File: src/rtl/nibble_logic_unit.sv
// Digit-serial logic engine: computes a bitwise logic op on two WIDTH-bit operands DIGIT_W bits per cycle, LSB first.
// Optional parity output enabled by defining LOGIC_PARITY_EN.
module nibble_logic_unit #(
  parameter int unsigned WIDTH   = 16,
  parameter int unsigned DIGIT_W = 4
) (
  input  logic             clk,
  input  logic             rst,
  input  logic             in_valid,
  output logic             in_ready,
  input  logic [WIDTH-1:0] a,
  input  logic [WIDTH-1:0] b,
  input  logic [2:0]       op,
  output logic             out_valid,
  input  logic             out_ready,
  output logic [WIDTH-1:0] result,
`ifdef LOGIC_PARITY_EN
  output logic             parity,
`endif
  output logic             zero
);

  localparam int unsigned NDIG  = WIDTH / DIGIT_W;
  localparam int unsigned CNT_W = (NDIG > 1) ? $clog2(NDIG) : 1;

  localparam logic [1:0] S_IDLE = 2'd0;
  localparam logic [1:0] S_BUSY = 2'd1;
  localparam logic [1:0] S_DONE = 2'd2;

  localparam logic [2:0] OP_AND  = 3'b000;
  localparam logic [2:0] OP_NAND = 3'b001;
  localparam logic [2:0] OP_OR   = 3'b010;
  localparam logic [2:0] OP_NOR  = 3'b011;
  localparam logic [2:0] OP_XOR  = 3'b100;
  localparam logic [2:0] OP_XNOR = 3'b101;
  localparam logic [2:0] OP_NOT  = 3'b110;

  logic [1:0]         state, state_d;
  logic [CNT_W-1:0]   cnt, cnt_d;
  logic [WIDTH-1:0]   a_q, a_d, b_q, b_d, result_d;
  logic [2:0]         op_q, op_d;
  logic               in_ready_d, out_valid_d, zero_d;
  logic [DIGIT_W-1:0] a_dig, b_dig, r_dig;
`ifdef LOGIC_PARITY_EN
  logic               parity_d;
`endif

  // One digit of the selected bitwise operation; 111 (PASS a) is the default.
  function automatic logic [DIGIT_W-1:0] digit_op(input logic [2:0] code,
                                                  input logic [DIGIT_W-1:0] x,
                                                  input logic [DIGIT_W-1:0] y);
    case (code)
      OP_AND:  return x & y;
      OP_NAND: return ~(x & y);
      OP_OR:   return x | y;
      OP_NOR:  return ~(x | y);
      OP_XOR:  return x ^ y;
      OP_XNOR: return ~(x ^ y);
      OP_NOT:  return ~x;
      default: return x;
    endcase
  endfunction

  // Select the operand digits addressed by the counter.
  always_comb begin
    a_dig = '0;
    b_dig = '0;
    for (int unsigned k = 0; k < NDIG; k++) begin
      if (cnt == CNT_W'(k)) begin
        a_dig = a_q[k*DIGIT_W +: DIGIT_W];
        b_dig = b_q[k*DIGIT_W +: DIGIT_W];
      end
    end
  end

  assign r_dig = digit_op(op_q, a_dig, b_dig);

  // Next-state and registered-output values.
  always_comb begin
    state_d     = state;
    cnt_d       = cnt;
    a_d         = a_q;
    b_d         = b_q;
    op_d        = op_q;
    result_d    = result;
    zero_d      = zero;
    in_ready_d  = in_ready;
    out_valid_d = out_valid;
`ifdef LOGIC_PARITY_EN
    parity_d    = parity;
`endif
    case (state)
      S_IDLE: begin
        if (in_valid && in_ready) begin
          state_d    = S_BUSY;
          a_d        = a;
          b_d        = b;
          op_d       = op;
          result_d   = '0;
          cnt_d      = '0;
          zero_d     = 1'b0;
          in_ready_d = 1'b0;
`ifdef LOGIC_PARITY_EN
          parity_d   = 1'b0;
`endif
        end
      end
      S_BUSY: begin
        for (int unsigned k = 0; k < NDIG; k++) begin
          if (cnt == CNT_W'(k)) result_d[k*DIGIT_W +: DIGIT_W] = r_dig;
        end
        cnt_d = cnt + CNT_W'(1);
        if (cnt == CNT_W'(NDIG - 1)) begin
          // Flags are taken from the completed result as DONE is entered.
          state_d     = S_DONE;
          cnt_d       = '0;
          out_valid_d = 1'b1;
          zero_d      = (result_d == '0);
`ifdef LOGIC_PARITY_EN
          parity_d    = ^result_d;
`endif
        end
      end
      S_DONE: begin
        if (out_valid && out_ready) begin
          state_d     = S_IDLE;
          out_valid_d = 1'b0;
          in_ready_d  = 1'b1;
          zero_d      = 1'b0;
        end
      end
      default: begin
        state_d     = S_IDLE;
        cnt_d       = '0;
        out_valid_d = 1'b0;
        in_ready_d  = 1'b1;
        zero_d      = 1'b0;
      end
    endcase
  end

  always_ff @(posedge clk) begin
    if (rst) begin
      state     <= S_IDLE;
      cnt       <= '0;
      a_q       <= '0;
      b_q       <= '0;
      op_q      <= '0;
      result    <= '0;
      zero      <= 1'b0;
      in_ready  <= 1'b1;
      out_valid <= 1'b0;
`ifdef LOGIC_PARITY_EN
      parity    <= 1'b0;
`endif
    end else begin
      state     <= state_d;
      cnt       <= cnt_d;
      a_q       <= a_d;
      b_q       <= b_d;
      op_q      <= op_d;
      result    <= result_d;
      zero      <= zero_d;
      in_ready  <= in_ready_d;
      out_valid <= out_valid_d;
`ifdef LOGIC_PARITY_EN
      parity    <= parity_d;
`endif
    end
  end

endmodule

File: config.mk
export PLATFORM = sky130hd
export DESIGN_NAME = nibble_logic_unit
export DESIGN_NICKNAME = d
export VERILOG_FILES = /design/src/rtl/nibble_logic_unit.sv
export SDC_FILE = /design/constraint.sdc
export NUM_CORES = 1
export LEC_CHECK = 0
export ABC_AREA = 1
export BUFFER_PORTS_ARGS = -buffer_cell sky130_fd_sc_hd__buf_4
export CAP_MARGIN = 20
export CORE_MARGIN = 10
export CORE_UTILIZATION = 40
export CTS_CLUSTER_SIZE = 20
export DETAILED_ROUTE_END_ITERATION = 12
export HOLD_SLACK_MARGIN = 0.08
export SETUP_SLACK_MARGIN = 0.1
export SYNTH_ARGS = -nofsm -noshare
export SYNTH_HDL_FRONTEND = slang
export SYNTH_SLANG_ARGS = --single-unit
export TNS_END_PERCENT = 20
File: constraint.sdc
create_clock -name clk -period 2.5 [get_ports clk]
set_clock_uncertainty 0.1 [all_clocks]
set_input_delay 0 -clock clk [delete_from_list [all_inputs] [get_ports clk]]
set_output_delay 0 -clock clk [all_outputs]
set_load 0.03 [all_outputs]
==> Word-level counts from Yosys, hierarchy flattened <==
Index checks and enable logic that the tools add are counted.
{ "word_totals": {"wordCells": 81, "register_bits": 58, "in_bits": 39} }
{ "op_classes": {"n_reduce_logical": 13, "add_sub_neg": 1, "n_eq_ne": 14, "bitwise": 10, "mux": 34} }
{ "op_table": {"columns": ["op", "n"], "rows": [
  ["two-way mux 4 bit", 16],
  ["case mux 16 bit (2 select lines)", 1],
  ["case mux 4 bit (7 select lines)", 1],
  ["zero test 16 bit", 1],
  ["two-way mux 16 bit", 1],
  ["inverter 4 bit", 4],
  ["case mux 2 bit (3 select lines)", 2],
  ["two-way mux 2 bit", 5],
  ["== test 3 bit (second input constant)", 3],
  ["case mux 1 bit (3 select lines)", 3],
  ["AND reduction 3 bit", 3],
  ["== test 2 bit (second input constant)", 3],
  ["== test 3 x 2 -> 1 bit (second input constant)", 2],
  ["!= test 2 bit (second input constant)", 3],
  ["AND reduction 2 bit", 3],
  ["two-way mux 1 bit", 5],
  ["AND 4 bit", 1],
  ["== test 2 x 1 -> 1 bit (second input constant)", 2],
  ["zero test 2 bit", 2],
  ["OR 4 bit", 1],
  ["XOR 4 bit", 1],
  ["== test 3 x 1 -> 1 bit (second input constant)", 1],
  ["zero test 3 bit", 1],
  ["inverter 1 bit", 3],
  ["other kinds (3)", 4]
]} }

==> Logic depth before layout (Yosys ltp) <==
Gate-level depths: netlist (run 1).
{ "depth": {"depth_word": 13, "mapped_depth": 23} }

==> Least setup slack after synthesis (run 1) <==
Ideal clock, no wire load.
{ "synth_path": {"path_type": "reg2reg", "start": "reg cnt[0]", "end": "reg zero", "t_arrival_ns": 2.406, "setup_time_ns": 0.070, "period_less_slack_ns": 2.576, "slack_ns": -0.076, "n_path_buf": 1, "stages_incl_launch_ff": 21, "cell_sequence": "dfxtp_1 > inv_1 > ha_1 > buf_4 > inv_2 > nor2_4 > a22oi_1 > nand2_1 > a22oi_1 > ha_1 > nand3_1 > nand2_1 > nor2_1 > nand3_1 > nand2_2 > nand2_1 > o21ai_0 > nand3_1 > nor2_1 > nand3_1 > a21oi_1"} }
{ "synth_between": {"elab_chain_len": 13, "word_cells_on_any_way": 33, "classes_between": "eq/ne: 4; mux: 19; bitwise: 7; reduce/logical: 3"} }
{ "synth_lines": {"columns": ["element", "line_no", "text"], "rows": [
  ["from (decl)", "39", "logic [CNT_W-1:0] cnt, cnt_d;"],
  ["from (signal assigned)", "158", "cnt <= cnt_d;"],
  ["zero test 2 bit", "69, 110", null],
  ["two-way mux 4 bit (4 in a row)", "69", "if (cnt == CNT_W'(k)) begin"],
  ["XOR 4 bit (tied with other cells)", "57, 58", null],
  ["inverter 4 bit (on tied branches)", "58, 54, 56", null],
  ["case mux 4 bit (7 select lines)", "52", "case (code)"],
  ["two-way mux 4 bit", "110", "if (cnt == CNT_W'(k)) result_d[k*DIGIT_W +: DIGIT_W] = r_dig;"],
  ["two-way mux 4 bit", "92", "case (state)"],
  ["zero test 16 bit", "118", "zero_d = (result_d == '0);"],
  ["two-way mux 1 bit", "113", "if (cnt == CNT_W'(NDIG - 1)) begin"],
  ["case mux 1 bit (3 select lines)", "92", null],
  ["to (signal assigned)", "163", "zero <= zero_d;"],
  ["to (decl)", "20", "output logic zero"]
]} }
Parallel ways exist; a longest one is shown, timed or not. The select of a mux whose other input is x is not followed.
A chain may end at the register's enable or synchronous reset.

==> Final worst setup path (run 1) <==
{ "layout_path": {"start": "reg cnt[1]", "end": "reg zero"} }
The elaborated chain is that of the path after synthesis.

==> flow_summary_export.csv, run 1 <==
group,metric,value,unit
clock_network,clk_pin_slew,70,ps
critical_path,path_class,"reg2reg",
sta,rsz0062_at_grt,"true",
critical_path,crit_fanout,8,
logic_synthesis,syn_inst,471,
route,routedWlPerCell,13.60,um
cells_and_area,final_util,0.6410,
route,drt-initial-drc-count,188,
flow_run,maxCapViolCount,0,
logic_synthesis,ys_seq_elements,58,
grt,grt_usage,0.1699,
clock_network,ctsHtreeMaxLevel,3,
floorplanning,die_h,108.0,um
route,dr_total_vias,3488,
power,power_density,619.1,mW/mm^2
cells_and_area,synthToLayoutAreaGrowth,58.30,%
cells_and_area,drive_gt1_frac,0.3420,
logic_synthesis,synth_cell_type_count,27,
grt,grt_max_degree,47,
logic_synthesis,synth_nets,521,
critical_path,r2r_start,"cnt[1]",
power,total_power,3.035,mW
floorplanning,placementRows,32,
critical_path,arrival,2830,ps
floorplanning,dieArea,0.01166,mm^2
route,routed_wl,9.737,mm
sta,timing.hold.ws,344.5,ps
route,via_per_inst,4.872,
cells_and_area,fin_cells,716,
critical_path,worst_setup_path_start_kind,"flop",
route,ant_nets,0,
clock_network,insertion_delay,340,ps
cells_and_area,antenna_cells,0,
logic_synthesis,yosysMostFrequentCell,"nand2_1",
critical_path,rr_worst_depth,20,
logic_synthesis,yosys.area.top_type,"dfxtp_1",
floorplanning,start_util,0.4049,
clock_network,cts_tree,"built",
logic_synthesis,synth_edf_count,0,
critical_path,crit_path_end_kind,"flop",
run_status,status,"complete, but fails checks",
logic_synthesis,netlist_top_cells_count,"nand2_1, nor2_1, dfxtp_1",
logic_synthesis,syn_avg_cell_area,6.575,um^2
run_status,violations,"setup timing",
clock_network,numCtsBuffers,9,
logic_synthesis,ys_warn_count,0,
placement,pre_cts_slack,-304.7,ps
sta,max_slew_margin,0.4799,
logic_synthesis,yosysTopAreaCellShare,0.3749,
placement,port_buffers,57,
placement,dp_cells,646,
critical_path,worstPathRequired,2680,ps
sta,setup_viol,4,
floorplanning,pin_count,58,
logic_synthesis,ys.flop_type,"dfxtp_1",
clock_network,cts_buffer_depth,2,
placement,dpl.hpwl,6.660,mm
logic_synthesis,async_reset_ff_frac,0,
floorplanning,core_area,0.007647,mm^2
sta,worstMarginPinSlew,779.3,ps
sta,timing.final.ws_setup,-156.9,ps
route,drc,0,
sta,fin_crit,2657,ps
grt,grt_pass1_vias,3469,
critical_path,cp-startpoint,"cnt[1]",
placement,place_congestion,0.8806,
critical_path,r2r_end,"zero",
hold_path,hold_path_class,"in2reg",
grt,grt_pass1_wl,16.37,mm
sta,finalHoldViolations,0,
logic_synthesis,yosysSeqAreaShare,0.3749,
logic_synthesis,synth_area,0.003097,mm^2
grt,gr-total-overflow,0,
power,peakVddDrop,0.3306,mV
critical_path,cp-endpoint,"zero",
clock_network,root_buffer,"clkbuf_8",
floorplanning,die_width,108.0,um
logic_synthesis,yosys-top-cells-area,"dfxtp_1, nand2_1, nor2_1, o21ai_0, a21oi_1",
critical_path,r2r_slack,-160,ps
grt,antenna_found_initial,0,
cells_and_area,final_nets,659,
sta,slew_violations,0,
clock_network,cts_num_sinks,58,
sta,fin_crit_sh,1.063,
power,leakage,2.183,nW
sta,max_freq,376.4,MHz
route,drtPass1Iterations,4,
stage by stage:
stage	instance area (um^2)	TNS, ps
after CTS	4762	-477.9
after floorplan	3126	0
after global placement	3857	-991.9
final	4902	-338.7
after detailed placement	3857	-1894
after global routing	4902	-2585
how the worst min path moves through the flow:
stage,start,end,slack [ps],depth (start not counted)
final,a[0],a_q[0],340,4
after global routing,a[0],a_q[0],350,4
after CTS,b[10],b_q[10],330,4
after detailed placement,a[0],a_q[0],160,3
after global placement,a[10],a_q[10],150,3
after floorplan,rst,cnt[1],-40,1
timing repair:
item | CTS | global route
setup endpoints to repair | 17 | 17
endpoints found under the hold margin | 58 | 0
hold buffers | 38 | 0
gates resized for setup | 55 | 29
buffers inserted | 11 | 5
pin swaps | 50 | 39
registers in the layout, summed over array words and instances, names as in the netlist:
register and cells:
in_ready 1, result 16, cnt 2, b_q 16, a_q 16, op_q 3, out_valid 1, state 2
zero 1
metal layers:
layer,GRT usage,share of wire
met1,0.2013,0.43
met2,0.2978,0.51
met3,0.03569,0.046
met4,0.05534,0.012
met5,0,0
cells in the final DEF (no fill, tap or decap), types with 2 or more instances in the layout:
master and n:
buf_4 105, nand2_1 91, nor2_1 76, dfxtp_1 56, o21ai_0 40, dlygate4sd3_1 38, a21oi_1 32, inv_1 31
nand3_1 26, nand2_2 16, nand3_2 9, clkbuf_8 9, a21oi_2 7, ha_4 7, a22oi_2 6, inv_2 6
buf_6 6, nor2_2 5, nand4_1 5, inv_4 4, o21ai_1 4, o21ai_2 4, nand2_4 3, a2bb2oi_2 3
ha_2 3, nor2_4 2, o211ai_1 2, or2_2 2, clkinv_2 2, bufinv_16 2, clkinvlp_4 2, dfxtp_4 2
layout make-up:
type	instances	area, um^2
Clock inverter	7	93.84
Multi-Input combinational cell	347	1956
Sequential cell	58	1169
Timing Repair Buffer	150	1256
Clock buffer	9	123.9
Inverter	43	176.4
Tap cell	102	127.6
Fill cell	685	2745
where the power goes:
| part | switching, mW | internal, mW |
|---|---|---|
| logic | 0.539 | 0.464 |
| registers | 0.0710 | 1.01 |
| clock network | 0.395 | 0.558 |
| total | 1.01 | 2.03 |
worst max-delay path, stage by stage (launching register included):
cell and delay [ps]:
dfxtp_4 360, buf_6 120, ha_4 180, inv_6 80, buf_4 100, nand3_1 70
nand2_2 90, nand2_2 70, ha_1 300, inv_1 50, nand4_1 70, nand3_1 80
nor2_1 130, nand2_1 120, nand3_1 90, nand2_1 70, nor2_1 100, nand3_1 90
nor2_1 140, nand3_1 80, a21oi_1 110
cells by family (layout without fill, tap and decap cells):
kind of cell               count (synthesis)  after routing  synth area share
and+or+nand+nor                          238            238            0.3176
AOI/OAI and AO/OA                         98             98            0.1697
buffers and inverters                     66            209           0.09333
adders and majority gates                 11             11           0.04444
DFF                                       58             58            0.3749
Note: power is estimated with default switching activity, not from simulation.
==> run 2: changes to the inputs <==
Settings changed: ABC_AREA 1 to default.
==> flow_summary_export.csv, run 2 <==
group,metric,value,unit
power,intPower,1.861,mW
hold_path,hold_path_class,"reg2reg",
sta,max_slew_margin,0.5764,
floorplanning,die_width,106.1,um
placement,dpl.hpwl,5.744,mm
placement,place_congestion,0.8324,
sta,timing.final.ws_setup,-487.5,ps
run_status,status,"complete, but fails checks",
sta,finalHoldViolations,0,
hold_path,hold_depth,2,
sta,rsz0062_at_grt,"true",
logic_synthesis,syn_avg_cell_area,7.824,um^2
sta,fin_crit,2988,ps
floorplanning,die_h,106.1,um
cells_and_area,fillers,638,
route,via_per_inst,5.021,
floorplanning,pin_count,58,
logic_synthesis,yosys.area.top_type,"dfxtp_1",
floorplanning,dieArea,0.01126,mm^2
clock_network,cts_tree,"built",
logic_synthesis,ys_warn_count,0,
critical_path,crit_fanout,5,
power,total_power,2.564,mW
clock_network,numCtsBuffers,9,
floorplanning,start_util,0.4110,
grt,grt_usage,0.1613,
grt,grt_pass1_vias,3187,
logic_synthesis,synth_area,0.002965,mm^2
cells_and_area,synthToLayoutAreaGrowth,60.30,%
route,drc,0,
power,leakage,1.968,nW
critical_path,r2r_slack,-490,ps
critical_path,r2r_start,"cnt[0]",
logic_synthesis,netlist_top_cells_count,"nand2_1, dfxtp_1, a21oi_1",
route,routedWlPerCell,14.52,um
critical_path,worstPathRequired,2650,ps
critical_path,crit_path_end_kind,"flop",
grt,grt_max_degree,60,
hold_path,hp-start,"a_q[13]",
power,p_sw_frac,0.2741,
floorplanning,placementRows,31,
route,dr_total_vias,3128,
cells_and_area,top_regs,"a_q x16, b_q x16, result x16",
logic_synthesis,synth_nets,429,
cells_and_area,final_cell_mix,"buf_4, nand2_1, dfxtp_1, dlygate4sd3_1, a21oi_1",
placement,placedInstanceArea,0.003666,mm^2
power,comb_power_share,0.231,
logic_synthesis,yosysTopAreaCellShare,0.3916,
critical_path,arrival,3140,ps
placement,dp_cells,538,
logic_synthesis,ys_seq_elements,58,
power,pwr-share-clk,0.373,
grt,antenna_found_initial,1,
sta,slew_violations,0,
floorplanning,core_area,0.007214,mm^2
logic_synthesis,yosys-top-cells-area,"dfxtp_1, nand2_1, a21oi_1, ha_1, nor2_1",
sta,worstMarginPinSlew,628.8,ps
route,drtPass1Iterations,4,
grt,grt_pass1_wl,15.15,mm
critical_path,worst_setup_path_start_kind,"flop",
clock_network,ctsHtreeMaxLevel,3,
sta,fin_crit_sh,1.195,
logic_synthesis,synth_edf_count,0,
cells_and_area,drive_gt1_frac,0.3002,
critical_path,r2r_end,"zero",
clock_network,root_buffer,"clkbuf_8",
logic_synthesis,synth_cell_type_count,49,
run_status,violations,"setup timing",
cells_and_area,final_common_cell,"buf_4",
route,drt-initial-drc-count,143,
clock_network,clk_pin_slew,70,ps
clock_network,cts_buffer_depth,2,
clock_network,cts_num_sinks,58,
flow_run,maxCapViolCount,0,
cells_and_area,fin_cells,623,
logic_synthesis,ys.flop_type,"dfxtp_1",
clock_network,insertion_delay,340,ps
cells_and_area,final_nets,568,
sta,setup_viol,17,
logic_synthesis,yosysSeqAreaShare,0.3916,
cells_and_area,final_area,0.004753,mm^2
logic_synthesis,syn_inst,379,
power,power_density,539.4,mW/mm^2
critical_path,rr_worst_depth,11,
placement,port_buffers,57,
logic_synthesis,async_reset_ff_frac,0,
cells_and_area,final_util,0.6589,
critical_path,path_class,"reg2reg",
sta,max_freq,334.7,MHz
sta,setup-tns-final,-6089,ps
power,p_seq_frac,0.396,
critical_path,cp-endpoint,"zero",
logic_synthesis,yosysMostFrequentCell,"nand2_1",
grt,gr-total-overflow,0,
power,peakVddDrop,0.3030,mV
route,routed_wl,9.049,mm
critical_path,cp-startpoint,"cnt[0]",
power,switchingPower,0.7027,mW
route,ant_nets,0,
## run 2: changes by cell type after synthesis, moves of 9 or more
cell      change
inv_1        -19
a21oi_1      +15
nand3_1      -35
nor2_1       -51
o21ai_0      -39
nand2_1      -23
nand3b_1      +9
## run 2: kinds of logic after synthesis
family	count (synthesis)	share of synthesized area
buf+inv	44	0.06497
xor+xnor	2	0.005908
fa+ha+maj	11	0.04641
flops	58	0.3916
mux	4	0.01350
simple gates	150	0.2283
compound gates	110	0.2494
## run 2: metal layers
layer | wire, um | track usage
met1 | 4022 | 0.1918
met2 | 4584 | 0.2752
met3 | 387 | 0.04710
met4 | 54 | 0.04642
met5 | 0 | 0
## run 2: layout make-up
cell class,count,area (um^2),area share
Antenna cell,1,2.502,0.0005265
Multi-Input combinational cell,277,1833,0.3856
Clock buffer,11,141.4,0.02974
Timing Repair Buffer,155,1339,0.2817
Sequential cell,58,1169,0.2459
Inverter,17,66.31,0.01395
Tap cell,99,123.9,0.02606
Clock inverter,5,78.83,0.01658
## run 2: metrics by stage
step           setup slack [ps]  hold slack, ps
2_1_floorplan            -313.6           35.96
3_5_place_dp             -532.4           154.1
3_3_place_gp             -475.6           148.8
6_report                 -487.5           359.4
5_1_grt                  -621.5           373.1
4_1_cts                  -477.2           354.4
## run 2: worst min-delay path by stage
stage | endpoint | slack (ps)
floorplan | a_q[0] | 40
global placement | b_q[14] | 150
detailed placement | b_q[2] | 150
CTS | b_q[4] | 350
global route | op_q[1] | 370
finish | a_q[13] | 360
## run 2: critical path, cell delays in order, from the launching register on
cell and delay (ps):
dfxtp_4 380, inv_2 100, ha_4 180, buf_12 110
nand3b_1 90, a221o_1 400, ha_4 270, a221oi_2 310
nor3_1 100, a311o_2 430, o22a_1 230, o31ai_2 200
## run 2: repair_timing
| action | in CTS | in global routing |
|---|---|---|
| hold buffers | 56 | 0 |
| pin swaps | 10 | 24 |
| setup buffers | 6 | 6 |
| setup endpoints to repair | 17 | 17 |
| endpoints found under the hold margin | 54 | 0 |
| resized for setup | 20 | 20 |
## run 2: power groups by stage
stage	clock, mW	sequential, mW	combinational, mW
floorplan	0	1.02	0.283
global placement	0	1.03	0.435
detailed placement	0	1.03	0.441
CTS	0.973	1.01	0.545
global route	1.02	1.02	0.652
finish	0.957	1.02	0.591
